==> config.mk <==
export PLATFORM = sky130hd
export DESIGN_NAME = rx_iq_fifo
export DESIGN_NICKNAME = d
export VERILOG_FILES = /design/src/rtl/rx_iq_fifo_pkg.sv /design/src/rtl/rx_iq_fifo_mem.sv /design/src/rtl/rx_iq_fifo.sv
export SDC_FILE = /design/constraint.sdc
export NUM_CORES = 1
export LEC_CHECK = 0
export ABC_AREA = 1
export ABC_CLOCK_PERIOD_IN_PS = 5850
export CAP_MARGIN = 0
export CORE_ASPECT_RATIO = 1.5
export CORE_MARGIN = 1
export CORE_UTILIZATION = 56
export DETAILED_ROUTE_END_ITERATION = 8
export PLACE_DENSITY_LB_ADDON = 0.08
export SYNTH_ARGS = -nofsm -noshare
export SYNTH_HDL_FRONTEND = slang
export SYNTH_SLANG_ARGS = --single-unit
export TNS_END_PERCENT = 10
==> constraint.sdc <==
create_clock -name clk_in -period 5.85 [get_ports clk_in]
set_clock_uncertainty 0.2 [all_clocks]
set_input_delay 0.585 -clock clk_in [delete_from_list [all_inputs] [get_ports clk_in]]
set_output_delay 0.585 -clock clk_in [all_outputs]
set_load 0.02 [all_outputs]
==> src/rtl/rx_iq_fifo_pkg.sv <==
// -----------------------------------------------------------------------------
// rx_iq_pkg
// Shared types and constants for the RX I/Q sample FIFO.
//   RX_IQ_DEPTH_DEFAULT  : default number of FIFO entries
//   RX_IQ_DATA_W_DEFAULT : default width of one I or Q component
//   OVF_CNT_W            : width of the saturating overflow counter
//   iq_pair_t            : one signed I/Q pair at the default component width
//   sat_inc()            : increment that sticks at all-ones
// -----------------------------------------------------------------------------
package rx_iq_pkg;

  localparam int RX_IQ_DEPTH_DEFAULT  = 8;
  localparam int RX_IQ_DATA_W_DEFAULT = 32;
  localparam int OVF_CNT_W            = 16;

  typedef struct packed {
    logic signed [RX_IQ_DATA_W_DEFAULT-1:0] i;
    logic signed [RX_IQ_DATA_W_DEFAULT-1:0] q;
  } iq_pair_t;

  function automatic logic [OVF_CNT_W-1:0] sat_inc(input logic [OVF_CNT_W-1:0] v);
    return (&v) ? v : v + OVF_CNT_W'(1);
  endfunction

endpackage

==> src/rtl/rx_iq_fifo_mem.sv <==
// -----------------------------------------------------------------------------
// rx_iq_fifo_mem
// Simple dual-port sample storage: one synchronous write port, one
// asynchronous read port. No reset: an entry is always written before the
// top level is allowed to read it.
//   clk_i     : clock
//   we_i      : write enable
//   waddr_i   : write address
//   wdata_i   : write data (all I/Q lanes of one set, packed)
//   raddr_i   : read address
//   rdata_o   : read data, combinational from raddr_i
// -----------------------------------------------------------------------------
module rx_iq_fifo_mem #(
  parameter  int DEPTH = 8,
  parameter  int WIDTH = 64,
  localparam int AW    = $clog2(DEPTH)
) (
  input  logic             clk_i,
  input  logic             we_i,
  input  logic [AW-1:0]    waddr_i,
  input  logic [WIDTH-1:0] wdata_i,
  input  logic [AW-1:0]    raddr_i,
  output logic [WIDTH-1:0] rdata_o
);

  logic [WIDTH-1:0] mem_q [DEPTH];

  always_ff @(posedge clk_i) begin
    if (we_i) begin
      mem_q[waddr_i] <= wdata_i;
    end
  end

  assign rdata_o = mem_q[raddr_i];

endmodule

==> src/rtl/rx_iq_fifo.sv <==
// -----------------------------------------------------------------------------
// rx_iq_fifo
// Circular sample buffer between the DDC and the bus interface. One I/Q set is
// captured per rising edge of iq_valid; the bus interface pops one set per
// rd_req cycle. A push into a full buffer (with no pop that cycle) is dropped
// and counted; a pop from an empty buffer returns zeros with rd_valid low.
//
// Build option: define RX_IQ_FIFO_RX2_EN to store and return the RX2 pair.
// Without it, RX2 storage is not built, rd_rx2_* are constant zero and the
// rx2_* inputs are ignored.
//
// Ports:
//   clk_in, reset_n           : clock, asynchronous active-low reset
//   iq_valid                  : sample strobe (edge detected internally)
//   rx1_i/q, rx2_i/q          : signed DDC outputs
//   flush                     : synchronous clear of pointers and level
//   rd_req                    : pop request, one set per high cycle
//   rd_valid                  : one-cycle pulse, rd_* holds a real sample
//   rd_rx1_i/q, rd_rx2_i/q    : registered pop data, held until next pop
//   empty, full, level        : registered occupancy status
//   overflow_cnt              : saturating count of dropped samples
// -----------------------------------------------------------------------------
module rx_iq_fifo
  import rx_iq_pkg::*;
#(
  parameter  int DEPTH  = RX_IQ_DEPTH_DEFAULT,
  parameter  int DATA_W = RX_IQ_DATA_W_DEFAULT,
  localparam int PTR_W  = $clog2(DEPTH),
  localparam int LVL_W  = PTR_W + 1
) (
  input  logic                     clk_in,
  input  logic                     reset_n,
  input  logic                     iq_valid,
  input  logic signed [DATA_W-1:0] rx1_i,
  input  logic signed [DATA_W-1:0] rx1_q,
  input  logic signed [DATA_W-1:0] rx2_i,
  input  logic signed [DATA_W-1:0] rx2_q,
  input  logic                     flush,
  input  logic                     rd_req,
  output logic                     rd_valid,
  output logic signed [DATA_W-1:0] rd_rx1_i,
  output logic signed [DATA_W-1:0] rd_rx1_q,
  output logic signed [DATA_W-1:0] rd_rx2_i,
  output logic signed [DATA_W-1:0] rd_rx2_q,
  output logic                     empty,
  output logic                     full,
  output logic [LVL_W-1:0]         level,
  output logic [OVF_CNT_W-1:0]     overflow_cnt
);

`ifdef RX_IQ_FIFO_RX2_EN
  localparam int LANES = 4;
`else
  localparam int LANES = 2;
`endif
  localparam int MEM_W = LANES * DATA_W;

  // State
  logic                 iq_valid_q;
  logic [PTR_W-1:0]     wr_ptr_q, wr_ptr_d;
  logic [PTR_W-1:0]     rd_ptr_q, rd_ptr_d;
  logic [LVL_W-1:0]     level_q, level_d;
  logic                 empty_q, empty_d;
  logic                 full_q, full_d;
  logic [OVF_CNT_W-1:0] ovf_q, ovf_d;
  logic                 rd_valid_q, rd_valid_d;
  logic [MEM_W-1:0]     rd_data_q, rd_data_d;

  // Datapath / control
  logic [DATA_W-1:0]    lane_wr [LANES];
  logic [MEM_W-1:0]     wdata;
  logic [MEM_W-1:0]     rdata;
  logic                 push;
  logic                 at_full;
  logic                 do_pop;
  logic                 do_push;
  logic                 drop;

  // Lane order in storage: 0 = rx1_i, 1 = rx1_q, 2 = rx2_i, 3 = rx2_q.
  assign lane_wr[0] = rx1_i;
  assign lane_wr[1] = rx1_q;
`ifdef RX_IQ_FIFO_RX2_EN
  assign lane_wr[2] = rx2_i;
  assign lane_wr[3] = rx2_q;
`else
  logic unused_rx2;
  assign unused_rx2 = ^{rx2_i, rx2_q};
`endif

  for (genvar gi = 0; gi < LANES; gi++) begin : g_pack
    assign wdata[gi*DATA_W +: DATA_W] = lane_wr[gi];
  end

  rx_iq_fifo_mem #(
    .DEPTH (DEPTH),
    .WIDTH (MEM_W)
  ) u_mem (
    .clk_i   (clk_in),
    .we_i    (do_push),
    .waddr_i (wr_ptr_q),
    .wdata_i (wdata),
    .raddr_i (rd_ptr_q),
    .rdata_o (rdata)
  );

  always_comb begin
    push    = iq_valid & ~iq_valid_q;
    at_full = (level_q == LVL_W'(DEPTH));
    // A pop frees a slot in the same cycle, so a full buffer with a
    // concurrent pop still accepts the push. An empty buffer never bypasses.
    do_pop  = ~flush & rd_req & (level_q != '0);
    do_push = ~flush & push & (~at_full | do_pop);
    drop    = ~flush & push & at_full & ~do_pop;

    wr_ptr_d   = wr_ptr_q;
    rd_ptr_d   = rd_ptr_q;
    level_d    = level_q;
    ovf_d      = ovf_q;
    rd_valid_d = 1'b0;
    rd_data_d  = rd_data_q;

    if (flush) begin
      wr_ptr_d = '0;
      rd_ptr_d = '0;
      level_d  = '0;
    end else begin
      if (do_push) begin
        wr_ptr_d = wr_ptr_q + PTR_W'(1);
      end
      if (do_pop) begin
        rd_ptr_d = rd_ptr_q + PTR_W'(1);
      end
      if (rd_req) begin
        // Underflowing pops still update the data so the bus streams zeros.
        rd_valid_d = do_pop;
        rd_data_d  = do_pop ? rdata : '0;
      end
      level_d = level_q + LVL_W'(do_push) - LVL_W'(do_pop);
      if (drop) begin
        ovf_d = sat_inc(ovf_q);
      end
    end

    empty_d = (level_d == '0);
    full_d  = (level_d == LVL_W'(DEPTH));
  end

  always_ff @(posedge clk_in or negedge reset_n) begin
    if (!reset_n) begin
      iq_valid_q <= 1'b0;
      wr_ptr_q   <= '0;
      rd_ptr_q   <= '0;
      level_q    <= '0;
      empty_q    <= 1'b1;
      full_q     <= 1'b0;
      ovf_q      <= '0;
      rd_valid_q <= 1'b0;
      rd_data_q  <= '0;
    end else begin
      iq_valid_q <= iq_valid;
      wr_ptr_q   <= wr_ptr_d;
      rd_ptr_q   <= rd_ptr_d;
      level_q    <= level_d;
      empty_q    <= empty_d;
      full_q     <= full_d;
      ovf_q      <= ovf_d;
      rd_valid_q <= rd_valid_d;
      rd_data_q  <= rd_data_d;
    end
  end

  assign rd_valid     = rd_valid_q;
  assign empty        = empty_q;
  assign full         = full_q;
  assign level        = level_q;
  assign overflow_cnt = ovf_q;
  assign rd_rx1_i     = rd_data_q[0*DATA_W +: DATA_W];
  assign rd_rx1_q     = rd_data_q[1*DATA_W +: DATA_W];
`ifdef RX_IQ_FIFO_RX2_EN
  assign rd_rx2_i     = rd_data_q[2*DATA_W +: DATA_W];
  assign rd_rx2_q     = rd_data_q[3*DATA_W +: DATA_W];
`else
  assign rd_rx2_i     = '0;
  assign rd_rx2_q     = '0;
`endif

endmodule

# ---- After elaboration in Yosys (flattened, before gate mapping)
# Memories as Yosys holds them, arrays and structs flattened.
# Cells that the tools add are included.
# W data, S select, Z words.
dict set report totals {
  memories 1
  out_inout_bits 151
  mem_bits_rw 512
  elab_cells 47
  reg_bits 94
  in_bits 133
}
dict set report op_classes {
  add_sub_neg 5
  eq_ne 2
  n_mux 10
  n_reduce_logical 7
  bitwise 13
}
# name words width rd rd_ports_with_merged_regs write_ports line
set memory_table {}
lappend memory_table {u_mem.mem_q 8 64 1 0 1 rx_iq_fifo_mem.sv:26} ;# logic [WIDTH-1:0] mem_q [DEPTH];
# op count
set ops {}
lappend ops {{$mux W64} 1}
lappend ops {{$add A16 B1 Y16 const B} 1}
lappend ops {{$reduce_and A16 Y1} 1}
lappend ops {{$mux W3} 4}
lappend ops {{$eq A4 B4 Y1 const B} 2}
lappend ops {{$and A1 B1 Y1} 7}
lappend ops {{$add A3 B1 Y3 const B} 2}
lappend ops {{$not A1 Y1} 5}
lappend ops {{$add A4 B1 Y4} 1}
lappend ops {{$logic_not A4 Y1} 1}
lappend ops {{$mux W1} 4}
lappend ops {{$mux W4} 1}
lappend ops {{$reduce_bool A2 Y1} 2}
lappend ops {{$reduce_bool A4 Y1} 1}
lappend ops {{$sub A4 B1 Y4} 1}
lappend ops {{$reduce_and A3 Y1} 1}
lappend ops {{$reduce_and A2 Y1} 1}
lappend ops {{$or A1 B1 Y1} 1}

# ---- Logic depth before layout (Yosys ltp)
# Gate-level depths: netlist of run 1.
dict set report logic_depth {
  word_depth 9
  mapped_depth 17
  mapped_depth_nobuf 16
}

# ---- Hierarchy
# A second synthesis of run 1 with hierarchy kept.
dict set report unflattened {
  hier_cells 2805
  area_unflattened_um2 27116.0
}
# mod instances cells_per_inst seq_area_each_um2 area_per_inst_um2
set by_module_without_submodules {}
lappend by_module_without_submodules {rx_iq_fifo_mem 1 2230 15374.7 22376.5}
lappend by_module_without_submodules {rx_iq_fifo 1 575 2353.5 4739.5}

# ---- Least setup slack after synthesis of run 1
# No wires, ideal clock.
dict set report synth_timing {
  path_kind {reg-to-reg}
  from {register level_q[2], in the netlist level[2]}
  to {memory u_mem.mem_q[0][0] (enable)}
  t_arrival_ps 4027
  n_path_buf 0
  slack_ps 1136
  required_ps 5163
  synth_period_minus_slack_ps 4714
  stages_incl_launch_ff 7
  setup_ps 487
  cell_sequence {dfrtp_1 -> inv_1 -> ha_1 -> nor3b_2 -> a21oi_1 -> nand2_1 -> nor2_1}
}
dict set report synth_between {
  elab_chain_cells 6
  word_cells_on_any_way 8
  classes_between {1 x eq/ne; 2 x mux; 4 x bitwise; 1 x reduce/logical}
}
# item line
set synth_lines {}
lappend synth_lines {{from (decl)} rx_iq_fifo.sv:62} ;# logic [LVL_W-1:0] level_q, level_d;
lappend synth_lines {{from (signal assigned)} rx_iq_fifo.sv:163} ;# level_q <= level_d;
lappend synth_lines {{$reduce_bool A4 Y1 or $eq A4 B4 Y1 (tied branches)} {rx_iq_fifo.sv:111, rx_iq_fifo.sv:108}}
lappend synth_lines {{$and A1 B1 Y1 or $not A1 Y1 (tied branches)} {rx_iq_fifo.sv:111, rx_iq_fifo.sv:112}}
lappend synth_lines {{$or A1 B1 Y1 (*)} rx_iq_fifo.sv:112} ;# do_push = ~flush & push & (~at_full | do_pop);
lappend synth_lines {{$and A1 B1 Y1 (*)} rx_iq_fifo.sv:112}
lappend synth_lines {{$mux W1 (*)} rx_iq_fifo_mem.sv:29} ;# if (we_i) begin
lappend synth_lines {{$mux W1 (implied by the code) (*)} rx_iq_fifo_mem.sv:30} ;# mem_q[waddr_i] <= wdata_i;
lappend synth_lines {{to (decl)} rx_iq_fifo_mem.sv:26}
# Every way passes the cells marked *; elsewhere a longest branch is shown, timed or not.

# ---- Final worst setup path of run 1
dict set report layout_timing {
  from {register rd_ptr_q[1]}
  to {register rd_data_q[41]}
}
dict set report layout_between {
  elab_chain_cells 2
}
# item line
set layout_lines {}
lappend layout_lines {{from (decl)} rx_iq_fifo.sv:61} ;# logic [PTR_W-1:0] rd_ptr_q, rd_ptr_d;
lappend layout_lines {{from (signal assigned)} rx_iq_fifo.sv:162} ;# rd_ptr_q <= rd_ptr_d;
lappend layout_lines {{$mem_v2 Z8 W64} n/a}
lappend layout_lines {{$mux W64} rx_iq_fifo.sv:136} ;# rd_data_d = do_pop ? rdata : '0;
lappend layout_lines {{to (signal assigned)} rx_iq_fifo.sv:168} ;# rd_data_q <= rd_data_d;
lappend layout_lines {{to (decl)} rx_iq_fifo.sv:67} ;# logic [MEM_W-1:0] rd_data_q, rd_data_d;
# No other way between the ends.
# A chain may end at the register's enable or synchronous reset.

==> results.py, run 1 <==
metrics = {
    "place": {
        "gp_congestion": 0.7803,
        "portBuffers": 155,
        "dpl.hpwl_microns": 27440,
        "placed_cells": 2721,
    },
    "sta": {
        "hold_ws_ps": 270.4,
        "fmax_mhz": 302.2,
        "slew_headroom_pct": 16.36,
        "setup_viol": 0,
        "fin_tns_setup_ps": 0,
        "drv_slew": 0,
        "rsz0062_at_grt": "no",
        "final.period_utilization_pct": 56.57,
        "final-hold-violation-count": 0,
        "worstMarginPinSlew_ps": 1255,
        "min_period_ps": 3309,
    },
    "power_and_ir_drop": {
        "p_int_mw": 8.216,
        "comb_power_share_pct": 24.8,
        "p_seq_share_pct": 44.1,
        "p_switching_mw": 3.701,
        "p_leak_nw": 10.28,
        "cellPowerDensity_nw_per_um2": 423.2,
        "clockPowerShare_pct": 31.1,
        "ir_drop_mv": 0.2986,
        "switching_share_pct": 31.06,
    },
    "cts": {
        "cts.path.max_buffers": 3,
        "post_cts_buffers": 0,
        "ctsHoldBuffers": 1,
        "cts-root-buf": "clkbuf_16",
        "clock-sinks": 606,
        "cts-resized-gates": 0,
        "htree_levels": 2,
        "worstSkewPairLatency_ps": 600,
        "path_clk_slew_ps": 60,
        "cts_tree": "yes",
        "cts_buffers": 56,
    },
    "worst_hold_path": {
        "hp-start": "iq_valid",
        "worstHoldPathType": "primary input to flip-flop",
    },
    "yosys": {
        "ys_ff_latch": 606,
        "synth.avg_cell_area_sq_um": 11.73,
        "ys_types": 32,
        "ys_warn_count": 0,
        "seq_area_frac_synth_pct": 72.22,
        "synth_cells": 2092,
        "syn_area_sq_um": 24550,
    },
    "global_route": {
        "grt_max_degree": 190,
        "grt_usage_pct": 24.60,
        "antenna_found_initial": 3,
        "grt_pass1_wl_microns": 84740,
        "grt_pass1_vias": 15200,
        "grt_overflow": 0,
    },
    "drt": {
        "wl_per_cell_microns": 19.29,
        "drtAntennaViolNets": 0,
        "avgViaCountPerCell": 5.519,
        "drtIter0Drc": 1212,
        "wl_microns": 54580,
        "first_pass_iters": 5,
        "vias": 15610,
        "route.detailed.drc": 0,
    },
    "layout": {
        "syn_to_final_growth_pct": 14.73,
        "drive_gt1_share_pct": 6.687,
        "instances_no_fill": 2829,
        "final_common_cell": "nor2_1",
        "nets": 2352,
        "mostFrequentLayoutCells": "nor2_1, edfxtp_1, o21ai_0, nand2_1, nand3_1",
    },
    "setup_path": {
        "reg2reg_from": "rd_ptr_q[1]",
        "worstPathArrival_ps": 3590,
        "setup.worst_path.end_class": "flip-flop",
        "critPathKind": "flip-flop to flip-flop",
        "worst-path-max-fanout": 90,
        "crit_required_ps": 6130,
        "startpoint_type": "flip-flop",
        "startpoint": "rd_ptr_q[1]",
    },
    "floorplanning": {
        "dieWidth_microns": 172.9,
        "ios": 284,
        "core_sq_um": 43050,
        "die-area_sq_um": 44690,
        "initial_core_util_pct": 57.01,
        "rows": 93,
        "die-height_microns": 258.4,
    },
    "job": {
        "cap_violations": 0,
    },
    "status": {
        "status": "finished, final reports clean",
    },
}
[layer usage]
layer	wire, microns	GRT usage (%)
met1	21910	30.90
met2	28120	44.09
met5	31	0
met3	3193	3.448
met4	1322	7.866
[registers in the layout, summed over array words and instances (netlist names)]
register and count:
empty 1, rd_valid 1, overflow_cnt 16, level 4
wr_ptr_q 3, rd_ptr_q 3, u_mem.mem_q 512, full 1
iq_valid_q 1, rd_data_q 64
[critical path: stages, from the launching register on]
cell	delay, ps
dfrtp_4	740
inv_4	970
buf_4	630
nor2_1	120
o21ai_0	100
nand3_1	110
nand3_1	180
nand2_1	70
[cell type report]
class	instances	area, sq um
flip-flops and latches	606	17740
fillers	3167	14890
multi-input cells	1336	5899
repair buffers	176	1784
clock buffers	70	1525
well taps	570	713.2
clock inverters	36	361.6
inverters	34	135.1
diodes	1	2.502
[final timing paths]
path | end | slack (ps) | cells past startpoint
min in group asynchronous | overflow_cnt[2] | 330 | 2
setup reg to reg | rd_data_q[41] | 2540 | 7
max in group asynchronous | rd_data_q[34] | 3880 | 3
setup / recovery | rd_data_q[41] | 2540 | 7
hold / removal | iq_valid_q | 270 | 1
hold reg to reg | rd_data_q[54] | 280 | 2
[through the flow]
step | power (mW) | util, % | area (sq um) | worst slack [ps]
3_3_place_gp | 8.231 | 61.00 | 26260 | 2005
5_1_grt | 12.49 | 65.41 | 28160 | 2415
4_1_cts | 12.00 | 65.40 | 28160 | 2529
3_5_place_dp | 8.308 | 61.00 | 26260 | 2007
6_report | 11.92 | 65.41 | 28160 | 2541
2_1_floorplan | 7.295 | - | 24780 | 1136
[cells by family (layout without fill, tap and decap cells)]
logic type	count (synthesis)	count (layout)	synth area share (%)
AOI/OAI and AO/OA	272	272	5.673
xor gates and xnor gates	7	7	0.2498
adders and majority gates	9	9	0.4894
buffers and inverters	213	316	4.950
DFF	606	606	72.22
other	1	65	0.01528
and+or+nand+nor	984	984	16.40
[power by group through the flow]
stage               registers, mW  logic, mW  clock network, mW
floorplan                    5.61       1.68                  0
global placement             5.33       2.90                  0
detailed placement           5.34       2.96                  0
CTS                          5.26       2.98               3.77
global route                 5.29       3.27               3.93
finish                       5.25       2.95               3.71
[cell usage after synthesis, drive strengths merged]
master	instances	area, sq um
a21oi	1	5.000
buf	131	904.6
clkbuf	48	180.2
conb	1	3.750
dfrtp	93	2327
dfstp	1	26.28
edfxtp	512	15370
fa	1	20.02
ha	8	100.1
inv	34	130.1
nand2	221	844.6
nand3	207	1041
nand4	7	43.79
nor2	547	2078
nor3	1	5.000
nor3b	1	12.51
o21ai	270	1381
o22ai	1	6.260
xnor2	1	8.760
xor2	6	52.55
Note: power is estimated with default switching activity, not from simulation.
==> run 2: changes to the inputs <==
--- a/config.mk
+++ b/config.mk
@@ -6,7 +6,7 @@
 export NUM_CORES = 1
 export LEC_CHECK = 0
 export ABC_AREA = 1
-export ABC_CLOCK_PERIOD_IN_PS = 5850
+export ABC_CLOCK_PERIOD_IN_PS = 3230
 export CAP_MARGIN = 0
 export CORE_ASPECT_RATIO = 1.5
 export CORE_MARGIN = 1
==> constraint.sdc (replaced) <==
create_clock -name clk_in -period 3.23 [get_ports clk_in]
set_clock_uncertainty 0.2 [all_clocks]
set_input_delay 0.323 -clock clk_in [delete_from_list [all_inputs] [get_ports clk_in]]
set_output_delay 0.323 -clock clk_in [all_outputs]
set_load 0.02 [all_outputs]
==> run 2 against run 1 <==
Net effect: wire length up 0.17%; die area unchanged; largest power group unchanged; global-route usage about the same; register-to-register slack worse by 1900 ps; flip-flop and latch count unchanged; clock power up 80%; highest routed layer is now met4; critical endpoint is now u_mem.mem_q[2][43]; worst hold slack worse by 250 ps; worst setup slack worse by 1900 ps.
==> results.py, run 2 (same netlist as run 1, synthesis figures left out) <==
metrics = {
    "setup_path": {
        "slowest_stage": "dlygate4sd3_1",
        "startpoint_type": "primary input",
        "worstPathArrival_ps": 2650,
        "crit_end": "u_mem.mem_q[2][43]",
        "path_cells": "dlygate4sd3_1, clkdlybuf4s50_1, nand2_1, a21oi_1, buf_4, nand2_1, nor2_4, buf_12",
        "critical_path.top_delay_family": "buffers and inverters",
        "crit_required_ps": 3250,
        "cp_num_cells": 8,
        "worst-path-max-fanout": 64,
        "critPathMaxStageDelay_ps": 520,
        "reg2reg_from": "level[2]",
        "startpoint": "iq_valid",
        "worst-path-buf-inv": 4,
        "setup.worst_path.end_class": "flip-flop",
        "cpMostUsedCell": "nand2_1",
        "critPathKind": "primary input to flip-flop",
        "r2r_cells": 9,
        "r2r_setup_slack_ps": 650,
        "reg2reg_to": "u_mem.mem_q[2][43]",
    },
    "sta": {
        "hold_ws_ps": 21.47,
        "worstMarginPinSlew_ps": 1067,
        "fmax_mhz": 379.3,
        "rsz0062_at_grt": "no",
        "slew_headroom_pct": 28.86,
        "drv_slew": 0,
        "setup_viol": 0,
        "final.period_utilization_pct": 81.61,
        "min_period_ps": 2636,
        "final-hold-violation-count": 0,
    },
    "layout": {
        "nets": 2364,
        "drive_gt1_share_pct": 6.796,
        "largest_register_ffs": 512,
        "syn_to_final_growth_pct": 15.75,
        "final_common_cell": "nor2_1",
        "mostFrequentLayoutCells": "nor2_1, edfxtp_1, o21ai_0, nand2_1, nand3_1",
        "max_flop_register": "u_mem.mem_q",
    },
    "place": {
        "portBuffers": 155,
        "gp_congestion": 0.7877,
        "dpl.hpwl_microns": 28610,
    },
    "cts": {
        "cts-resized-gates": 0,
        "cts_buffers": 54,
        "post_cts_buffers": 0,
        "clock-sinks": 606,
        "worstSkewPairLatency_ps": 590,
        "cts_tree": "yes",
        "cts.path.max_buffers": 3,
        "htree_levels": 2,
        "cts-root-buf": "clkbuf_16",
        "path_clk_slew_ps": 60,
    },
    "global_route": {
        "grt_pass1_wl_microns": 85550,
        "grt_overflow": 0,
        "grt_max_degree": 147,
        "antenna_found_initial": 0,
        "grt_usage_pct": 24.63,
        "grt_pass1_vias": 15700,
    },
    "floorplanning": {
        "die-area_sq_um": 44690,
        "initial_core_util_pct": 57.01,
        "dieWidth_microns": 172.9,
        "rows": 93,
        "die-height_microns": 258.4,
        "ios": 284,
        "core_sq_um": 43050,
    },
    "power_and_ir_drop": {
        "power.total_mw": 21.70,
        "p_int_mw": 15.04,
        "p_seq_share_pct": 43.9,
        "p_switching_mw": 6.660,
        "switching_share_pct": 30.69,
        "p_leak_nw": 10.38,
        "cellPowerDensity_nw_per_um2": 763.7,
        "clockPowerShare_pct": 30.8,
        "ir_drop_mv": 0.4844,
        "comb_power_share_pct": 25.3,
    },
    "drt": {
        "drtIter0Drc": 1206,
        "avgViaCountPerCell": 5.509,
        "wl_microns": 54670,
        "drtAntennaViolNets": 0,
        "first_pass_iters": 5,
        "route.detailed.drc": 0,
        "wl_per_cell_microns": 19.26,
        "vias": 15630,
    },
    "job": {
        "cap_violations": 0,
    },
    "worst_hold_path": {
        "worstHoldPathType": "primary input to asynchronous set/reset pin",
    },
    "status": {
        "status": "finished, final reports clean",
    },
}
==> run 2: changes by cell type in the layout (fill, tap and decap cells not counted), sizes merged <==
cell / delta
bufinv: +2
dlygate4sd3: +1
buf: +13
clkbuf: -1
inv: -1
clkinv: -6
diode: +1
==> run 2: layout make-up <==
type                            instances  area (sq um)
Antenna cell                            2         5.005
Clock buffer                           69          1489
Clock inverter                         31         377.9
Fill cell                            3183         14640
Inverter                               34         135.1
Multi-Input combinational cell       1336          5899
Sequential cell                       606         17740
Tap cell                              570         713.2
Timing Repair Buffer                  190          2054
==> run 2: worst min path at each step <==
stage,slack [ps],to,cells after the start,start
after global routing,20,rd_data_q[38],2,reset_n
after floorplan,-170,full,0,reset_n
after CTS,6,rd_data_q[38],2,reset_n
after detailed placement,90,overflow_cnt[3],1,reset_n
after global placement,80,overflow_cnt[3],1,reset_n
final,20,overflow_cnt[3],2,reset_n
==> run 2: routing by layer <==
metal	up-vias	wire length, microns	GRT usage (%)
met5	-	0	0
met4	0	1177	7.424
met3	93	2778	3.022
met2	521	29060	45.52
met1	7655	21660	30.18
li1	7365	-	-
==> run 2: power groups by stage <==
stage	combinational (mW)	clock (mW)	sequential [mW]
detailed placement	5.50	0	9.70
global placement	5.37	0	9.68
finish	5.48	6.69	9.53
floorplan	3.05	0	10.2
global route	6.08	7.08	9.60
CTS	5.53	6.80	9.54
==> run 2: metrics by stage <==
stage | setup slack [ps] | setup TNS [ps] | instances | area [sq um] | utilization [%]
after detailed placement | 275.6 | 0 | 2734 | 26520 | 61.60
final | 593.9 | 0 | 2838 | 28410 | 65.99
after floorplan | -461.5 | -232970 | 2155 | 24800 | -
after global routing | 457.3 | 0 | 2836 | 28410 | 65.98
after global placement | 266.0 | 0 | 2734 | 26520 | 61.60
after CTS | 596.9 | 0 | 2836 | 28410 | 65.98
==> run 2: timing repair <==
| item | in CTS | in global routing |
|---|---|---|
| hold endpoints to repair | 94 | 0 |
| hold buffers | 2 | 0 |
| setup endpoints to repair | 0 | 0 |
==> edit (flow settings as in run 1) <==
Register the output `overflow_cnt` once more, cleared by the reset; this adds one clock of latency there. The other outputs are not delayed to match.
--- a/src/rtl/rx_iq_fifo.sv
+++ b/src/rtl/rx_iq_fifo.sv
@@ -173,7 +173,13 @@
   assign empty        = empty_q;
   assign full         = full_q;
   assign level        = level_q;
-  assign overflow_cnt = ovf_q;
+  always_ff @(posedge clk_in or negedge reset_n) begin
+    if (!reset_n) begin
+      overflow_cnt <= '0;
+    end else begin
+      overflow_cnt <= ovf_q;
+    end
+  end
   assign rd_rx1_i     = rd_data_q[0*DATA_W +: DATA_W];
   assign rd_rx1_q     = rd_data_q[1*DATA_W +: DATA_W];
 `ifdef RX_IQ_FIFO_RX2_EN
Function: no difference found for any inputs over 4 cycles, from zero or initial values and one cycle with reset_n low; that may be too few to reach the edited logic, so the function may still have changed.
==> edit against run 1 <==
Non-clock buffer count increased by 1. Power decreased by 0.24%. Setup slack improved by 0.052 ns. Final cell count increased by 0.67%. Register-to-register slack improved by 0.08 ns. Sequential cell count increased by 16. Hold slack got worse by 0.029 ns. Fmax increased by 1.6%. Synthesized area increased by 1.5%. Cell area increased by 0.85%. Routed wire length increased by 1.2%. Sequential share of layout area increased by 0.88 points. First-iteration DRC count increased by 2.6%.
==> edit: results (changes against run 1) <==
- TritonCTS buffer count: 55 (-1.8%)
- Met1 Routed Length: 22400 µm (+2.3%)
- Register clock-pin slew on the reported worst setup and hold paths: 0.06 ns (about the same)
- Arr. time, crit path: 3.31 ns (-0.28 ns)
- Reg2reg end: rd_data_q[3]
- Biggest register: u_mem.mem_q
- Largest net degree at the start of global routing: 143 (-25%)
- DR WL/cell: 19.4 µm (+0.54%)
- Post-synthesis sequential area ratio: 0.727 (+0.00515)
- Layout cells sized above 1: 0.0621 (-0.00479)
- Final Cycle Share: 0.557 (-0.00897)
- Critical path origin: flush
- Pleak: 10.4 nW (+1.1%)
- Post-synth EDFFs: 512 (unchanged)
- Antenna violations before repair: 4 (+1)
- 1st-pass router iterations: 5 (unchanged)
- R2R depth: 6 (-1)
- Outcome: finished, final reports clean
- GR Util met2: 0.429 (-0.0117)
- Final nets: 2368 (+0.68%)
- CP peak stage delay: 0.82 ns (-0.15 ns)
- Worst Hold Class: reg2reg
- Synth unique cells: 33 (+3.1%)
- Worst-skew pair later-pin latency: 0.59 ns
- H-tree depth: 2 (unchanged)
- Routability cong.: 0.791 (+1.3%)
- Clk buf depth: 3 (unchanged)
- Top layer in use: met5
- Place WS: 1.94 ns (-0.0699 ns)
- Max VDD drop: 0.368 mV (+23%)
- Critical register-to-register path startpoint: rd_ptr_q[0]
- Met3 usage: 0.0337 (-0.000824)
- Met1 Use GR: 0.310 (+0.000562)
- DR vias: 15700 (+0.41%)
- Commonest cells post-synth: nor2_1 (543), edfxtp_1 (512), o21ai_0 (260)
- Area contributors post-synth: edfxtp_1 (62%), dfrtp_1 (11%), nor2_1 (8.2%)
- Slew headroom: 0.230 (+0.0664)
- Vias in the first global route: 15200 (+0.14%)
- Largest regs: u_mem.mem_q x512, rd_data_q x64
- Count of input and output buffers: 155 (unchanged)
- Synth async-reset ratio: 0.177 (+0.0217)
- Metal2 WL: 28800 µm (+2.4%)
- Worst setup endpoint: u_mem.mem_q[2][21]
- FILL cells: 3283 (+3.7%)
- Total track usage: 0.243 (-0.00296)
- Worst path slowest cell: nor2_4
- Crit-path max FO: 42 (-53%)
- Flop2flop setup slack: 2.62 ns (+0.08 ns)
- Yosys warning total: 0 (unchanged)
- CP top delay family: simple AND/OR/NAND/NOR gates
- Met3 Wirelength: 2740 µm (-14%)
- Count of pins over their slew limit: 0 (unchanged)
- Yosys top cell by area: edfxtp_1
- Post-DP HPWL: 28000 µm (+2.1%)
- DRT iter0 DRCs: 1244 (+2.6%)
- Clock Tree Root: clkbuf_16
- Slew of the pin with the lowest slew margin: 1.16 ns (-0.0996 ns)
- First-pass GRT wire length: 84500 µm (-0.33%)
- Hold_buf cts: 1 (unchanged)
==> edit: cell count changes after synthesis <==
cell      change
buf_1         -4
buf_6         +1
buf_2        +16
clkbuf_2      +1
buf_4        -14
dfrtp_1      +16
==> edit: worst min path at each step <==
stage               cells after the start         endpoint  slack (ns)  startpoint
floorplan                               0             full        0.09     reset_n
global placement                        0  overflow_cnt[4]        0.22    ovf_q[4]
detailed placement                      0  overflow_cnt[4]        0.22    ovf_q[4]
CTS                                     0  overflow_cnt[4]        0.24    ovf_q[4]
global route                            0  overflow_cnt[4]        0.27    ovf_q[4]
finish                                  0  overflow_cnt[4]        0.24    ovf_q[4]
==> edit: through the flow <==
stage | area, µm² | instances | hold slack [ns]
after global placement | 26700 | 2744 | 0.216
after CTS | 28400 | 2847 | 0.237
final | 28400 | 2848 | 0.241
after floorplan | 25200 | 2171 | 0.0894
after detailed placement | 26700 | 2744 | 0.223
after global routing | 28400 | 2848 | 0.271
==> edit: final cells by class <==
type,count,share of cell area
Antenna cell,1,0.0000881
Clock buffer,70,0.0519
Multi-Input combinational cell,1336,0.208
Timing Repair Buffer,177,0.0619
Sequential cell,622,0.639
Clock inverter,32,0.00934
Inverter,34,0.00485
Tap cell,576,0.0254
==> edit: cell families (layout without fill, tap and decap cells) <==
group,Yosys count,count (layout),share of synthesized area
adders and majority gates,9,9,0.00482
AOI/OAI and AO/OA,272,272,0.0559
other,1,65,0.000150
DFF,622,622,0.727
buffers and inverters,213,313,0.0478
and+or+nand+nor,984,984,0.162
xor gates and xnor gates,7,7,0.00246
==> edit: power by group <==
group / leakage (nW) / internal, mW / switching [mW]
registers: 6.02 / 5.16 / 0.286
logic: 3.53 / 1.08 / 1.86
clock network: 0.846 / 1.95 / 1.55
total: 10.4 / 8.19 / 3.69
